### config.mk
export PLATFORM = sky130hd
export DESIGN_NAME = axi4_burst_master_param
export DESIGN_NICKNAME = d
export VERILOG_FILES = /design/src/rtl/axi4_burst_master_param.sv
export SDC_FILE = /design/constraint.sdc
export NUM_CORES = 1
export LEC_CHECK = 0
export BUFFER_PORTS_ARGS = -buffer_cell sky130_fd_sc_hd__buf_2
export CORE_MARGIN = 3
export CORE_UTILIZATION = 35
export DETAILED_ROUTE_END_ITERATION = 8
export PLACE_DENSITY = 0.53
export RECOVER_POWER = 50
export SLEW_MARGIN = 20
export SYNTH_ARGS = -nofsm -noshare
export SYNTH_HDL_FRONTEND = slang
export SYNTH_SLANG_ARGS = --single-unit
### constraint.sdc
create_clock -name m00_axi_aclk -period 11.85 [get_ports m00_axi_aclk]
set_input_delay 2.37 -clock m00_axi_aclk [delete_from_list [all_inputs] [get_ports m00_axi_aclk]]
set_output_delay 2.37 -clock m00_axi_aclk [all_outputs]
set_load 0.02 [all_outputs]
### src/rtl/axi4_burst_master_param.sv
// axi4_burst_master_param: AXI4 INCR burst traffic generator and link checker.
// A run writes cfg_num_bursts bursts of (cfg_len+1) beats carrying
// PATTERN_SEED + global beat index. It then reads the same bursts back and
// counts mismatching beats and non-OKAY responses. Only one AXI transaction
// is outstanding at any time.
module axi4_burst_master_param #(
  parameter int          ID_WIDTH     = 4,
  parameter int          ADDR_WIDTH   = 32,
  parameter int          DATA_WIDTH   = 32,
  parameter int          MAX_BURSTS_W = 8,
  parameter logic [31:0] PATTERN_SEED = 32'h0000_0001
) (
  input  logic                    m00_axi_aclk,
  input  logic                    m00_axi_areset,
  input  logic                    init_txn,
  input  logic [ADDR_WIDTH-1:0]   cfg_base_addr,
  input  logic [7:0]              cfg_len,
  input  logic [MAX_BURSTS_W-1:0] cfg_num_bursts,
  output logic                    busy,
  output logic                    txn_done,
  output logic                    error,
  output logic [15:0]             err_count,
  output logic [ID_WIDTH-1:0]     m00_axi_awid,
  output logic [ADDR_WIDTH-1:0]   m00_axi_awaddr,
  output logic [7:0]              m00_axi_awlen,
  output logic [2:0]              m00_axi_awsize,
  output logic [1:0]              m00_axi_awburst,
  output logic                    m00_axi_awvalid,
  input  logic                    m00_axi_awready,
  output logic [DATA_WIDTH-1:0]   m00_axi_wdata,
  output logic [DATA_WIDTH/8-1:0] m00_axi_wstrb,
  output logic                    m00_axi_wlast,
  output logic                    m00_axi_wvalid,
  input  logic                    m00_axi_wready,
  input  logic [ID_WIDTH-1:0]     m00_axi_bid,
  input  logic [1:0]              m00_axi_bresp,
  input  logic                    m00_axi_bvalid,
  output logic                    m00_axi_bready,
  output logic [ID_WIDTH-1:0]     m00_axi_arid,
  output logic [ADDR_WIDTH-1:0]   m00_axi_araddr,
  output logic [7:0]              m00_axi_arlen,
  output logic [2:0]              m00_axi_arsize,
  output logic [1:0]              m00_axi_arburst,
  output logic                    m00_axi_arvalid,
  input  logic                    m00_axi_arready,
  input  logic [ID_WIDTH-1:0]     m00_axi_rid,
  input  logic [DATA_WIDTH-1:0]   m00_axi_rdata,
  input  logic [1:0]              m00_axi_rresp,
  input  logic                    m00_axi_rlast,
  input  logic                    m00_axi_rvalid,
  output logic                    m00_axi_rready
);

  localparam int         DBYTES = DATA_WIDTH / 8;
  localparam logic [2:0] SIZE   = 3'($clog2(DBYTES));

  typedef enum logic [2:0] {
    S_IDLE, S_CHECK, S_WR_ADDR, S_WR_DATA, S_WR_RESP, S_RD_ADDR, S_RD_DATA, S_DONE
  } state_t;

  state_t                  state_q;
  logic                    init_q;
  logic [ADDR_WIDTH-1:0]   base_q;
  logic [7:0]              len_q;
  logic [MAX_BURSTS_W-1:0] num_q;
  logic [ADDR_WIDTH-1:0]   addr_q;
  logic [MAX_BURSTS_W-1:0] burst_q;
  logic [7:0]              beat_q;
  logic [31:0]             g_q;
  logic [11:0]             chk_off_q;
  logic [15:0]             err_cnt_q;
  logic                    busy_q;
  logic                    done_q;
  logic                    awvalid_q;
  logic [ADDR_WIDTH-1:0]   awaddr_q;
  logic                    wvalid_q;
  logic [DATA_WIDTH-1:0]   wdata_q;
  logic                    wlast_q;
  logic                    bready_q;
  logic                    arvalid_q;
  logic [ADDR_WIDTH-1:0]   araddr_q;
  logic                    rready_q;

  logic [12:0]             burst_bytes;
  logic [ADDR_WIDTH-1:0]   addr_d;
  logic [MAX_BURSTS_W-1:0] burst_d;
  logic [7:0]              beat_d;
  logic [31:0]             g_d;
  logic                    burst_last;
  logic                    beat_last;
  logic                    crosses_4k;
  logic                    rd_bad;
  logic                    unused_ids;

  // Beat payload: seed plus global beat index, zero-extended to the bus width.
  function automatic logic [DATA_WIDTH-1:0] pattern(input logic [31:0] g);
    logic [31:0] s;
    s = PATTERN_SEED + g;
    return DATA_WIDTH'(s);
  endfunction

  // Error counter increment that sticks at all-ones.
  function automatic logic [15:0] sat_inc(input logic [15:0] v);
    return (v == 16'hFFFF) ? v : v + 16'd1;
  endfunction

  // Bytes per burst; at most 256 beats * 16 bytes = 4096, fits 13 bits.
  assign burst_bytes = ({5'd0, len_q} + 13'd1) << SIZE;
  assign addr_d      = addr_q + ADDR_WIDTH'(burst_bytes);
  assign burst_d     = burst_q + MAX_BURSTS_W'(1);
  assign beat_d      = beat_q + 8'd1;
  assign g_d         = g_q + 32'd1;
  assign burst_last  = (burst_d == num_q);
  assign beat_last   = (beat_q == len_q);
  // Only the in-page offset matters for the 4 KB rule, so the pre-check
  // walks a 12-bit offset instead of the full address.
  assign crosses_4k  = ({1'b0, chk_off_q} + burst_bytes) > 13'd4096;
  // A beat with several faults still counts once.
  assign rd_bad      = (m00_axi_rdata != pattern(g_q)) || (m00_axi_rresp != 2'b00) ||
                       (m00_axi_rlast != beat_last);
  assign unused_ids  = ^{m00_axi_bid, m00_axi_rid};

  assign busy            = busy_q;
  assign txn_done        = done_q;
  assign err_count       = err_cnt_q;
  assign error           = (err_cnt_q != 16'd0);
  assign m00_axi_awid    = '0;
  assign m00_axi_awaddr  = awaddr_q;
  assign m00_axi_awlen   = len_q;
  assign m00_axi_awsize  = SIZE;
  assign m00_axi_awburst = 2'b01;
  assign m00_axi_awvalid = awvalid_q;
  assign m00_axi_wdata   = wdata_q;
  assign m00_axi_wstrb   = '1;
  assign m00_axi_wlast   = wlast_q;
  assign m00_axi_wvalid  = wvalid_q;
  assign m00_axi_bready  = bready_q;
  assign m00_axi_arid    = '0;
  assign m00_axi_araddr  = araddr_q;
  assign m00_axi_arlen   = len_q;
  assign m00_axi_arsize  = SIZE;
  assign m00_axi_arburst = 2'b01;
  assign m00_axi_arvalid = arvalid_q;
  assign m00_axi_rready  = rready_q;

  // Run sequencer: config check, write phase, read-back phase, completion.
  always_ff @(posedge m00_axi_aclk or posedge m00_axi_areset) begin
    if (m00_axi_areset) begin
      state_q   <= S_IDLE;
      init_q    <= 1'b0;
      base_q    <= '0;
      len_q     <= '0;
      num_q     <= '0;
      addr_q    <= '0;
      burst_q   <= '0;
      beat_q    <= '0;
      g_q       <= '0;
      chk_off_q <= '0;
      err_cnt_q <= '0;
      busy_q    <= 1'b0;
      done_q    <= 1'b0;
      awvalid_q <= 1'b0;
      awaddr_q  <= '0;
      wvalid_q  <= 1'b0;
      wdata_q   <= '0;
      wlast_q   <= 1'b0;
      bready_q  <= 1'b0;
      arvalid_q <= 1'b0;
      araddr_q  <= '0;
      rready_q  <= 1'b0;
    end else begin
      init_q <= init_txn;
      case (state_q)
        S_IDLE: begin
          if (init_txn && !init_q) begin
            base_q    <= cfg_base_addr;
            len_q     <= cfg_len;
            num_q     <= cfg_num_bursts;
            addr_q    <= cfg_base_addr;
            chk_off_q <= cfg_base_addr[11:0];
            burst_q   <= '0;
            beat_q    <= '0;
            g_q       <= '0;
            err_cnt_q <= '0;
            busy_q    <= 1'b1;
            state_q   <= S_CHECK;
          end
        end
        // One burst per cycle is screened for a 4 KB crossing before any
        // bus activity, so an illegal run never touches the interconnect.
        S_CHECK: begin
          if (num_q == '0) begin
            busy_q  <= 1'b0;
            done_q  <= 1'b1;
            state_q <= S_DONE;
          end else if (crosses_4k) begin
            err_cnt_q <= 16'd1;
            busy_q    <= 1'b0;
            done_q    <= 1'b1;
            state_q   <= S_DONE;
          end else if (burst_last) begin
            burst_q   <= '0;
            awvalid_q <= 1'b1;
            awaddr_q  <= addr_q;
            state_q   <= S_WR_ADDR;
          end else begin
            burst_q   <= burst_d;
            chk_off_q <= chk_off_q + burst_bytes[11:0];
          end
        end
        S_WR_ADDR: begin
          if (m00_axi_awready) begin
            awvalid_q <= 1'b0;
            wvalid_q  <= 1'b1;
            wdata_q   <= pattern(g_q);
            wlast_q   <= (len_q == 8'd0);
            beat_q    <= '0;
            state_q   <= S_WR_DATA;
          end
        end
        S_WR_DATA: begin
          if (m00_axi_wready) begin
            g_q <= g_d;
            if (beat_last) begin
              wvalid_q <= 1'b0;
              wlast_q  <= 1'b0;
              bready_q <= 1'b1;
              state_q  <= S_WR_RESP;
            end else begin
              beat_q  <= beat_d;
              wdata_q <= pattern(g_d);
              wlast_q <= (beat_d == len_q);
            end
          end
        end
        S_WR_RESP: begin
          if (m00_axi_bvalid) begin
            bready_q <= 1'b0;
            if (m00_axi_bresp != 2'b00) err_cnt_q <= sat_inc(err_cnt_q);
            if (burst_last) begin
              burst_q   <= '0;
              addr_q    <= base_q;
              g_q       <= '0;
              arvalid_q <= 1'b1;
              araddr_q  <= base_q;
              state_q   <= S_RD_ADDR;
            end else begin
              burst_q   <= burst_d;
              addr_q    <= addr_d;
              awvalid_q <= 1'b1;
              awaddr_q  <= addr_d;
              state_q   <= S_WR_ADDR;
            end
          end
        end
        S_RD_ADDR: begin
          if (m00_axi_arready) begin
            arvalid_q <= 1'b0;
            rready_q  <= 1'b1;
            beat_q    <= '0;
            state_q   <= S_RD_DATA;
          end
        end
        // The burst length comes from the local beat count; rlast is only
        // checked, never trusted to end the burst.
        S_RD_DATA: begin
          if (m00_axi_rvalid) begin
            g_q    <= g_d;
            beat_q <= beat_d;
            if (rd_bad) err_cnt_q <= sat_inc(err_cnt_q);
            if (beat_last) begin
              rready_q <= 1'b0;
              if (burst_last) begin
                busy_q  <= 1'b0;
                done_q  <= 1'b1;
                state_q <= S_DONE;
              end else begin
                burst_q   <= burst_d;
                addr_q    <= addr_d;
                arvalid_q <= 1'b1;
                araddr_q  <= addr_d;
                state_q   <= S_RD_ADDR;
              end
            end
          end
        end
        S_DONE: begin
          done_q  <= 1'b0;
          state_q <= S_IDLE;
        end
        default: state_q <= S_IDLE;
      endcase
    end
  end

endmodule

### Yosys cells after proc, flatten, opt, wreduce, memory -nomap -nowiden

Cells that the tools add are included.

* word-level logic and storage cells: 217
* register bits: 264
* bits of input ports: 101
* output and inout port bits: 159

* multiplexer cells: 107
* equality and inequality tests: 35
* reduce and logical (&&, ||, !) cells: 43
* magnitude comparators: 1
* add/sub/neg operators: 9

Operators with widths (count)
* $mux 32: 20
* $pmux 32 s2: 3
* $mux 16: 8
* $pmux 32 s4: 1
* $mux 8: 13
* $pmux 32 s3: 1
* $add 1x32->32 const A: 2
* $pmux 16 s4: 1
* $mux 12: 4
* $ne 2x2->1 const B: 20
* $pmux 8 s5: 1
* $mux 3: 12
* $add 32x11->32: 1
* $ne 32x32->1: 1
* $pmux 8 s4: 1
* $mux 1: 31
* $reduce_and 6->1: 5
* $eq 8x8->1: 3
* $pmux 12 s2: 1
* $pmux 3 s8: 1
* $reduce_and 7->1: 3
* $add 16x1->16 const B: 1
* $add 8x1->8 const B: 2
* $eq 16x16->1 const B: 1
* 29 further kinds: 58

### Depth between registers and ports, before layout

Gate-level depths: netlist (run 1).

* depth after elaboration: 7
* mapped depth: 17
* depth with buffers taken out: 14

### Worst setup path before layout (run 1)

Ideal clock, no wire load.

* kind: input-to-reg
* start point: input m00_axi_rdata[22]
* end point: register err_cnt_q[0] (netlist: err_count[0])
* stages on the path: 10
* arrival: 4480 ps
* required time: 11771 ps
* setup slack: 7291 ps
* setup time: 79 ps
* cells stage by stage: xnor2_1 nor4_1 or4_1 nor4_1 o2111ai_1 nor4_4 or3_1 buf_6 buf_8 mux2i_1

* longest elaborated chain between the ends: 5

RTL lines
* from (decl): RTL line 47 `input logic [DATA_WIDTH-1:0] m00_axi_rdata,`
* $ne 32x32->1: RTL line 119 `assign rd_bad = (m00_axi_rdata != pattern(g_q)) || (m00_axi_rresp != 2'b00) ||`
* $logic_or 1x1->1 (2 in series): RTL line 119
* $ne 2x2->1 (no line)
* $reduce_and 8->1 (no line)
* to (signal assigned): RTL line 239 `if (m00_axi_bresp != 2'b00) err_cnt_q <= sat_inc(err_cnt_q);`
* to (signal assigned): RTL line 270 `if (rd_bad) err_cnt_q <= sat_inc(err_cnt_q);`
* to (decl): RTL line 71 `logic [15:0] err_cnt_q;`

Every way passes these cells.
A chain may end at the register's enable or synchronous reset.

==> impl_metrics.json, run 1 <==
{
  "ctsRootBufferMaster": "sky130_fd_sc_hd__clkbuf_16",
  "clkTransAtPathRegs_ns": 0.05,
  "antenna_violating_nets_post_route": 0,
  "first_global_vias": 14900,
  "power.share.switching_pct": 44.7,
  "dp_hpwl_um": 39900,
  "timing.rr.end": "err_count[1]$_DFFE_PP0P_",
  "ys_seq_area_share_pct": 39.1,
  "slew_headroom_pct": -194,
  "tritoncts.num_buffers": 34,
  "hold_depth": 2,
  "critical_path_class": "input port to asynchronous set/reset pin",
  "worstPathRequired_ns": 11.83,
  "worstPathCellList": "clkbuf_1, clkinvlp_2, clkbuf_1",
  "layout_common_cells": "331 x sky130_fd_sc_hd__nand2_1, 264 x sky130_fd_sc_hd__dfrtp_1, 167 x sky130_fd_sc_hd__o21ai_0, 160 x sky130_fd_sc_hd__nor2_1, 133 x sky130_fd_sc_hd__buf_2",
  "critical_path_peak_fanout": 91,
  "grtUsageTotal_pct": 22.0,
  "internal-power_mw": 2.55,
  "flow.area_growth_from_synthesis_pct": 14.8,
  "yosysTopAreaCellShare_pct": 39.1,
  "initialDrtViolationCount": 1156,
  "initial_core_util_pct": 35.8,
  "mostFrequentLayoutCell": "sky130_fd_sc_hd__nand2_1",
  "finalSetupViolCount": 0,
  "die_y_um": 226,
  "timing.hold.worst_endpoint": "m00_axi_araddr[10]$_DFFE_PP0P_",
  "number_of_slew_limit_violations_in_the_final_report": 364,
  "setup.worst_path.start_class": "input port",
  "post_synth_num_cell_types": 81,
  "die_w_um": 226,
  "routed_wire_length_per_instance_um": 20.6,
  "grt_first_pass_wirelength_um": 87900,
  "endpoints_failing_hold": 0,
  "fin_tns_setup_ns": 0,
  "synth_enable_flop_cells": 0,
  "seq_cells_post_synth": 264,
  "r2r-start": "g_q[5]$_DFFE_PP0P_",
  "layout_setup_ws_ns": 4.48,
  "postRouteWirelength_um": 57200,
  "worst_hold_startpoint": "m00_axi_araddr[10]$_DFFE_PP0P_",
  "worstRegToRegCells": 10,
  "coreArea_um2": 47100,
  "worst_setup_path_end_kind": "asynchronous set/reset pin",
  "final_layout_size_suffix_gt1_share_pct": 13.4,
  "flip_flop_cell_with_the_highest_count_after_synthesis": "sky130_fd_sc_hd__dfrtp_1",
  "post_synth_inst_count": 2002,
  "post_cts_resized": 0,
  "p_clk_share_pct": 23.3,
  "rsz_0062_raised_after_global_routing": "no",
  "static-leakage-power_nw": 8.23,
  "worst_ir_drop_vdd_mv": 0.114,
  "path_buf_inv": 3,
  "boundary_pins": 260,
  "hold_fix_buffer_count_after_cts": 0,
  "final_period_minus_worst_setup_slack_ns": 7.37,
  "pre_cts_ws_ns": 5.90,
  "global_route.overflow_total": 0,
  "critical_path.slowest_cell": "sky130_fd_sc_hd__clkinvlp_2",
  "fp.dieArea_um2": 51000,
  "tightestPinTransition_ns": 4.39,
  "cap_viol_max_count": 6,
  "syn_area_um2": 16900,
  "clockBufferDepth": 3,
  "nFillCells": 4800,
  "tritoncts_num_sinks": 264,
  "seq_power_share_pct": 31.7,
  "place.port_buffers": 229,
  "floorplan.rows": 79,
  "num-nets-final": 2281,
  "asyncSetResetFlopFracSynth_pct": 100,
  "cpPeakStageDelay_ns": 2.41,
  "detail_route.drc_violations": 0,
  "synth_top_cell_by_area": "sky130_fd_sc_hd__dfrtp_1",
  "min_period_over_period_pct": 62.2,
  "via_count": 15400,
  "netlist_top_cells_area": "sky130_fd_sc_hd__dfrtp_1 39%, sky130_fd_sc_hd__nand2_1 7.4%, sky130_fd_sc_hd__o21ai_0 4.9%",
  "timing.fmax_mhz": 136,
  "failed_checks": "max-capacitance violations, max-slew violations",
  "outcome": "complete, but fails checks",
  "routability_congestion": 0.896,
  "power_frac_comb_pct": 45.0,
  "critical_path.most_common_cell": "sky130_fd_sc_hd__clkbuf_1",
  "crit_path_leading_delay_family": "buffers and inverters",
  "antenna_violations_before_repair": 6,
  "tritoncts": "yes",
  "grt_start_max_net_pins": 92,
  "first_pass_iteration_count_of_the_detailed_router": 5,
  "worstPathArrival_ns": 7.34,
  "post_cts_buffers": 0,
  "vias_per_cell": 5.53,
  "timing.reg2reg.setup_slack_ns": 6.69,
  "hold_class": "flip-flop to flip-flop",
  "avgSynthCellArea_um2": 8.44,
  "finClkSkew_ns": 0.0227,
  "ys.warnings.count": 0,
  "pwr_density_cell_nw_per_um2": 238,
  "switchingPower_mw": 2.06,
  "clkLatencyLatePin_ns": 0.55,
  "htree_levels": 2
}
## sequential cells by signal, indices dropped and copies added (netlist names), 12 cells and up
signal and cells:
addr_q 32, base_q 32, m00_axi_awaddr 32, chk_off_q 12, err_count 16, m00_axi_wdata 32
g_q 32, m00_axi_araddr 32
## power groups by stage
stage	combinational (mW)	clock [mW]	sequential [mW]
2_1_floorplan	1.45	0	1.49
3_3_place_gp	2.07	0	1.46
3_5_place_dp	2.09	0	1.47
4_1_cts	2.10	1.11	1.46
5_1_grt	2.32	1.14	1.51
6_report	2.08	1.08	1.46
## worst register-to-register path, cell delays in order (launching register included)
cell                        delay [ns]
sky130_fd_sc_hd__dfrtp_1          0.69
sky130_fd_sc_hd__nand3_1          0.45
sky130_fd_sc_hd__nor4_2           0.79
sky130_fd_sc_hd__nand3_1          0.35
sky130_fd_sc_hd__xor2_1           0.28
sky130_fd_sc_hd__a2111oi_0        0.71
sky130_fd_sc_hd__nand4_2          0.22
sky130_fd_sc_hd__nor4_4           0.40
sky130_fd_sc_hd__buf_4            0.33
sky130_fd_sc_hd__or3_1            0.63
sky130_fd_sc_hd__mux2i_1          0.25
## Yosys cell counts (11+ instances only)
library cell	number
sky130_fd_sc_hd__or4_1	11
sky130_fd_sc_hd__or3_1	12
sky130_fd_sc_hd__mux2i_1	29
sky130_fd_sc_hd__and3_1	25
sky130_fd_sc_hd__a221oi_1	28
sky130_fd_sc_hd__nand2_1	334
sky130_fd_sc_hd__buf_1	11
sky130_fd_sc_hd__buf_2	12
sky130_fd_sc_hd__mux2_2	35
sky130_fd_sc_hd__nor4_1	21
sky130_fd_sc_hd__o41ai_1	27
sky130_fd_sc_hd__or2_2	13
sky130_fd_sc_hd__a211oi_1	11
sky130_fd_sc_hd__xor2_1	68
sky130_fd_sc_hd__nand4_1	26
sky130_fd_sc_hd__o31ai_1	34
sky130_fd_sc_hd__a21oi_1	79
sky130_fd_sc_hd__nor3_1	56
sky130_fd_sc_hd__nand3_1	74
sky130_fd_sc_hd__buf_4	31
sky130_fd_sc_hd__clkbuf_1	106
sky130_fd_sc_hd__nand2b_1	24
sky130_fd_sc_hd__and2_1	22
sky130_fd_sc_hd__inv_1	37
sky130_fd_sc_hd__xnor2_1	87
sky130_fd_sc_hd__a31oi_1	13
sky130_fd_sc_hd__ha_1	27
sky130_fd_sc_hd__o21ai_0	167
sky130_fd_sc_hd__nor2_1	164
sky130_fd_sc_hd__dfrtp_1	264
## kinds of logic (layout without fill, tap and decap cells)
kind of cell | Yosys count | after routing | synth area share [%]
other | 2 | 24 | 0.0444
XOR/XNOR | 156 | 156 | 8.16
flip-flops | 264 | 264 | 39.1
buffers and inverters | 200 | 352 | 5.33
AND/OR/NAND/NOR | 829 | 829 | 23.4
multiplexers | 64 | 64 | 4.05
adder cells (fa/ha/maj) | 29 | 29 | 2.24
AO/OA/AOI/OAI | 458 | 458 | 17.7
## through the flow
stage	total power, mW	cells	hold WS (ns)	utilization [%]	instance area (um2)
final	4.62	2783	0.472	41.1	19400
after global routing	4.97	2781	0.511	41.1	19400
after CTS	4.67	2781	0.476	41.4	19500
after detailed placement	3.56	2722	0.461	39.0	18400
after global placement	3.53	2722	0.456	39.0	18400
after floorplan	2.95	2022	0.438	-	17000
## routing by layer
| metal | up-vias | global-route usage [%] | wire [um] |
|---|---|---|---|
| met4 | 8 | 6.93 | 1360 |
| met2 | 476 | 35.3 | 26400 |
| li1 | 7411 | - | - |
| met3 | 86 | 4.42 | 3920 |
| met1 | 7422 | 29.9 | 25500 |
| met5 | - | 0 | 55 |
## worst max-delay path by stage
stage | to | startpoint | cells after the start | slack (ns)
final | m00_axi_awaddr[23]$_DFFE_PP0P_ | m00_axi_areset | 3 | 4.48
after global routing | m00_axi_awaddr[27]$_DFFE_PP0P_ | m00_axi_areset | 3 | 3.39
after CTS | err_count[15]$_DFFE_PP0P_ | m00_axi_bvalid | 6 | 6.48
after detailed placement | err_count[11]$_DFFE_PP0P_ | m00_axi_bvalid | 6 | 5.90
after global placement | err_count[11]$_DFFE_PP0P_ | m00_axi_bvalid | 6 | 5.91
after floorplan | addr_q[0]$_DFFE_PP0P_ | m00_axi_areset | 1 | 2.21
## final cells by class
type	instances	area, um2	share of cell area, %
clock buffers	46	966	4.98
diodes	2	5.00	0.0258
flip-flops and latches	264	6610	34.1
multi-input cells	1558	9540	49.2
well taps	607	759	3.92
inverters	38	144	0.742
clock inverters	13	179	0.922
repair buffers	255	1200	6.18
Note: power is estimated with default switching activity, not from simulation.
==> inputs of run 2 (changes only) <==
PLACE_DENSITY = 0.55   (was 0.53)
clock period = 6.3 ns   (was 11.85 ns; I/O delays follow)
==> impl_metrics.json, run 2 (synthesis gave the netlist of run 1 again) <==
{
  "outcome": "complete, but fails checks",
  "failed_checks": "max-capacitance violations, max-slew violations",
  "tritoncts_num_sinks": 264,
  "fp.dieArea_um2": 51000,
  "first_global_vias": 15100,
  "layout_common_cells": "331 x sky130_fd_sc_hd__nand2_1, 264 x sky130_fd_sc_hd__dfrtp_1, 179 x sky130_fd_sc_hd__buf_2, 167 x sky130_fd_sc_hd__o21ai_0, 160 x sky130_fd_sc_hd__nor2_1",
  "pwr_density_cell_nw_per_um2": 452,
  "place.port_buffers": 229,
  "antenna_violations_before_repair": 9,
  "worstPathRequired_ns": 6.73,
  "boundary_pins": 260,
  "die_y_um": 226,
  "setup.worst_path.start_class": "flip-flop",
  "detail_route.drc_violations": 0,
  "final_layout_size_suffix_gt1_share_pct": 15.8,
  "switchingPower_mw": 3.89,
  "global_route.overflow_total": 0,
  "coreArea_um2": 47100,
  "finClkSkew_ns": 0.0146,
  "min_period_over_period_pct": 80.9,
  "critical_path_class": "flip-flop to flip-flop",
  "mostFrequentLayoutCell": "sky130_fd_sc_hd__nand2_1",
  "post-place-cells": 2725,
  "initial_core_util_pct": 35.8,
  "hold_class": "flip-flop to flip-flop",
  "slew_headroom_pct": -176,
  "pre_cts_ws_ns": 1.28,
  "power.share.switching_pct": 44.1,
  "die_w_um": 226,
  "worst_ir_drop_vdd_mv": 0.213,
  "layout.cells.non_filler": 2793,
  "tritoncts": "yes",
  "num-nets-final": 2285,
  "finalSetupViolCount": 0,
  "endpoints_failing_hold": 0,
  "ctsRootBufferMaster": "sky130_fd_sc_hd__clkbuf_16",
  "first_pass_iteration_count_of_the_detailed_router": 5,
  "worst_setup_path_end_kind": "flip-flop",
  "floorplan.rows": 79,
  "routability_congestion": 0.906,
  "clkTransAtPathRegs_ns": 0.06,
  "htree_levels": 2,
  "hold_fix_buffer_count_after_cts": 0,
  "post_cts_resized": 0,
  "cap_viol_max_count": 4,
  "timing.fmax_mhz": 196,
  "tritoncts.num_buffers": 35,
  "static-leakage-power_nw": 8.45,
  "tightestPinTransition_ns": 4.13,
  "clockBufferDepth": 3,
  "grt_start_max_net_pins": 155,
  "routed_wire_length_per_instance_um": 20.5,
  "number_of_slew_limit_violations_in_the_final_report": 326,
  "flow.area_growth_from_synthesis_pct": 15.7,
  "dp_hpwl_um": 40300,
  "total_power_mw": 8.83,
  "post_cts_buffers": 0,
  "final_period_minus_worst_setup_slack_ns": 5.10,
  "antenna_violating_nets_post_route": 0,
  "clkLatencyLatePin_ns": 0.55,
  "internal-power_mw": 4.94,
  "via_count": 15600,
  "fin_tns_setup_ns": 0,
  "seq_power_share_pct": 31.2,
  "p_clk_share_pct": 23.9,
  "whs_ns": 0.471,
  "initialDrtViolationCount": 1275,
  "grtUsageTotal_pct": 22.1,
  "grt_first_pass_wirelength_um": 88400,
  "rsz_0062_raised_after_global_routing": "no",
  "postRouteWirelength_um": 57200,
  "layout_setup_ws_ns": 1.20,
  "power_frac_comb_pct": 44.9,
  "critical_path_peak_fanout": 16,
  "worstPathArrival_ns": 5.53,
  "vias_per_cell": 5.59
}
-- run 2: changes by cell type in the layout (fill, tap and decap cells not counted), moves of 2 or more --
cell                         previous run  this run
sky130_fd_sc_hd__clkbuf_1             107        58
sky130_fd_sc_hd__buf_2                133       179
sky130_fd_sc_hd__diode_2                2         8
sky130_fd_sc_hd__buf_4                 20        25
sky130_fd_sc_hd__bufinv_16              3         5
sky130_fd_sc_hd__clkinv_2               4         6
sky130_fd_sc_hd__clkinvlp_4             2         0
-- run 2: cell type report --
class,count,area (um2)
Clock buffer,46,977
Timing Repair Buffer,258,1290
Multi-Input combinational cell,1558,9540
Sequential cell,264,6610
Fill cell,4774,27600
Clock inverter,14,218
Antenna cell,8,20.0
Tap cell,607,759
Inverter,38,144
-- run 2: worst paths after layout --
path / startpoint / end / slack (ns) / depth (start not counted)
setup / recovery: m00_axi_arlen[1]$_DFFE_PP0P_ / err_count[11]$_DFFE_PP0P_ / 1.20 / 15
hold / removal: chk_off_q[0]$_DFFE_PP0P_ / chk_off_q[0]$_DFFE_PP0P_ / 0.47 / 2
setup reg to reg: m00_axi_arlen[1]$_DFFE_PP0P_ / err_count[11]$_DFFE_PP0P_ / 1.20 / 15
hold reg to reg: chk_off_q[0]$_DFFE_PP0P_ / chk_off_q[0]$_DFFE_PP0P_ / 0.47 / 2
max in group asynchronous: m00_axi_areset / beat_q[0]$_DFFE_PP0P_ / 1.47 / 3
min in group asynchronous: m00_axi_areset / m00_axi_wdata[2]$_DFFE_PP0P_ / 1.80 / 3
-- run 2: worst max-delay path, stage by stage, from the launching register on --
cell and delay, ns:
sky130_fd_sc_hd__dfrtp_1 0.52, sky130_fd_sc_hd__ha_1 0.26, sky130_fd_sc_hd__nand3_1 0.13, sky130_fd_sc_hd__xnor2_1 0.48, sky130_fd_sc_hd__ha_1 0.39, sky130_fd_sc_hd__a21o_1 0.19
sky130_fd_sc_hd__a221oi_1 0.47, sky130_fd_sc_hd__a21oi_1 0.19, sky130_fd_sc_hd__xnor2_1 0.20, sky130_fd_sc_hd__and4_1 0.17, sky130_fd_sc_hd__a311oi_1 0.34, sky130_fd_sc_hd__buf_4 0.23
sky130_fd_sc_hd__nor2_1 0.06, sky130_fd_sc_hd__buf_4 0.22, sky130_fd_sc_hd__or3_1 0.71, sky130_fd_sc_hd__o41ai_1 0.42
-- run 2: power groups by stage --
stage / Combinational (mW) / Sequential [mW] / Clock, mW
finish: 3.96 / 2.76 / 2.11
global route: 4.38 / 2.84 / 2.24
global placement: 3.90 / 2.76 / 0
floorplan: 2.73 / 2.81 / 0
CTS: 3.98 / 2.75 / 2.18
detailed placement: 3.95 / 2.78 / 0
-- run 2: metal layers --
layer | wire length (um) | track usage (%) | up-vias | part of all wire [%]
met5 | 34 | 0 | - | 0.059
met2 | 26300 | 35.6 | 589 | 46
met1 | 24700 | 29.4 | 7531 | 43
li1 | - | - | 7397 | -
met3 | 4370 | 4.52 | 102 | 7.6
met4 | 1750 | 7.91 | 4 | 3.1
-- run 2: through the flow --
| stage | instance area, um2 | utilization (%) |
|---|---|---|
| after floorplan | 17000 | - |
| after global placement | 18400 | 39.0 |
| after detailed placement | 18400 | 39.0 |
| after CTS | 19600 | 41.6 |
| after global routing | 19500 | 41.4 |
| final | 19600 | 41.5 |
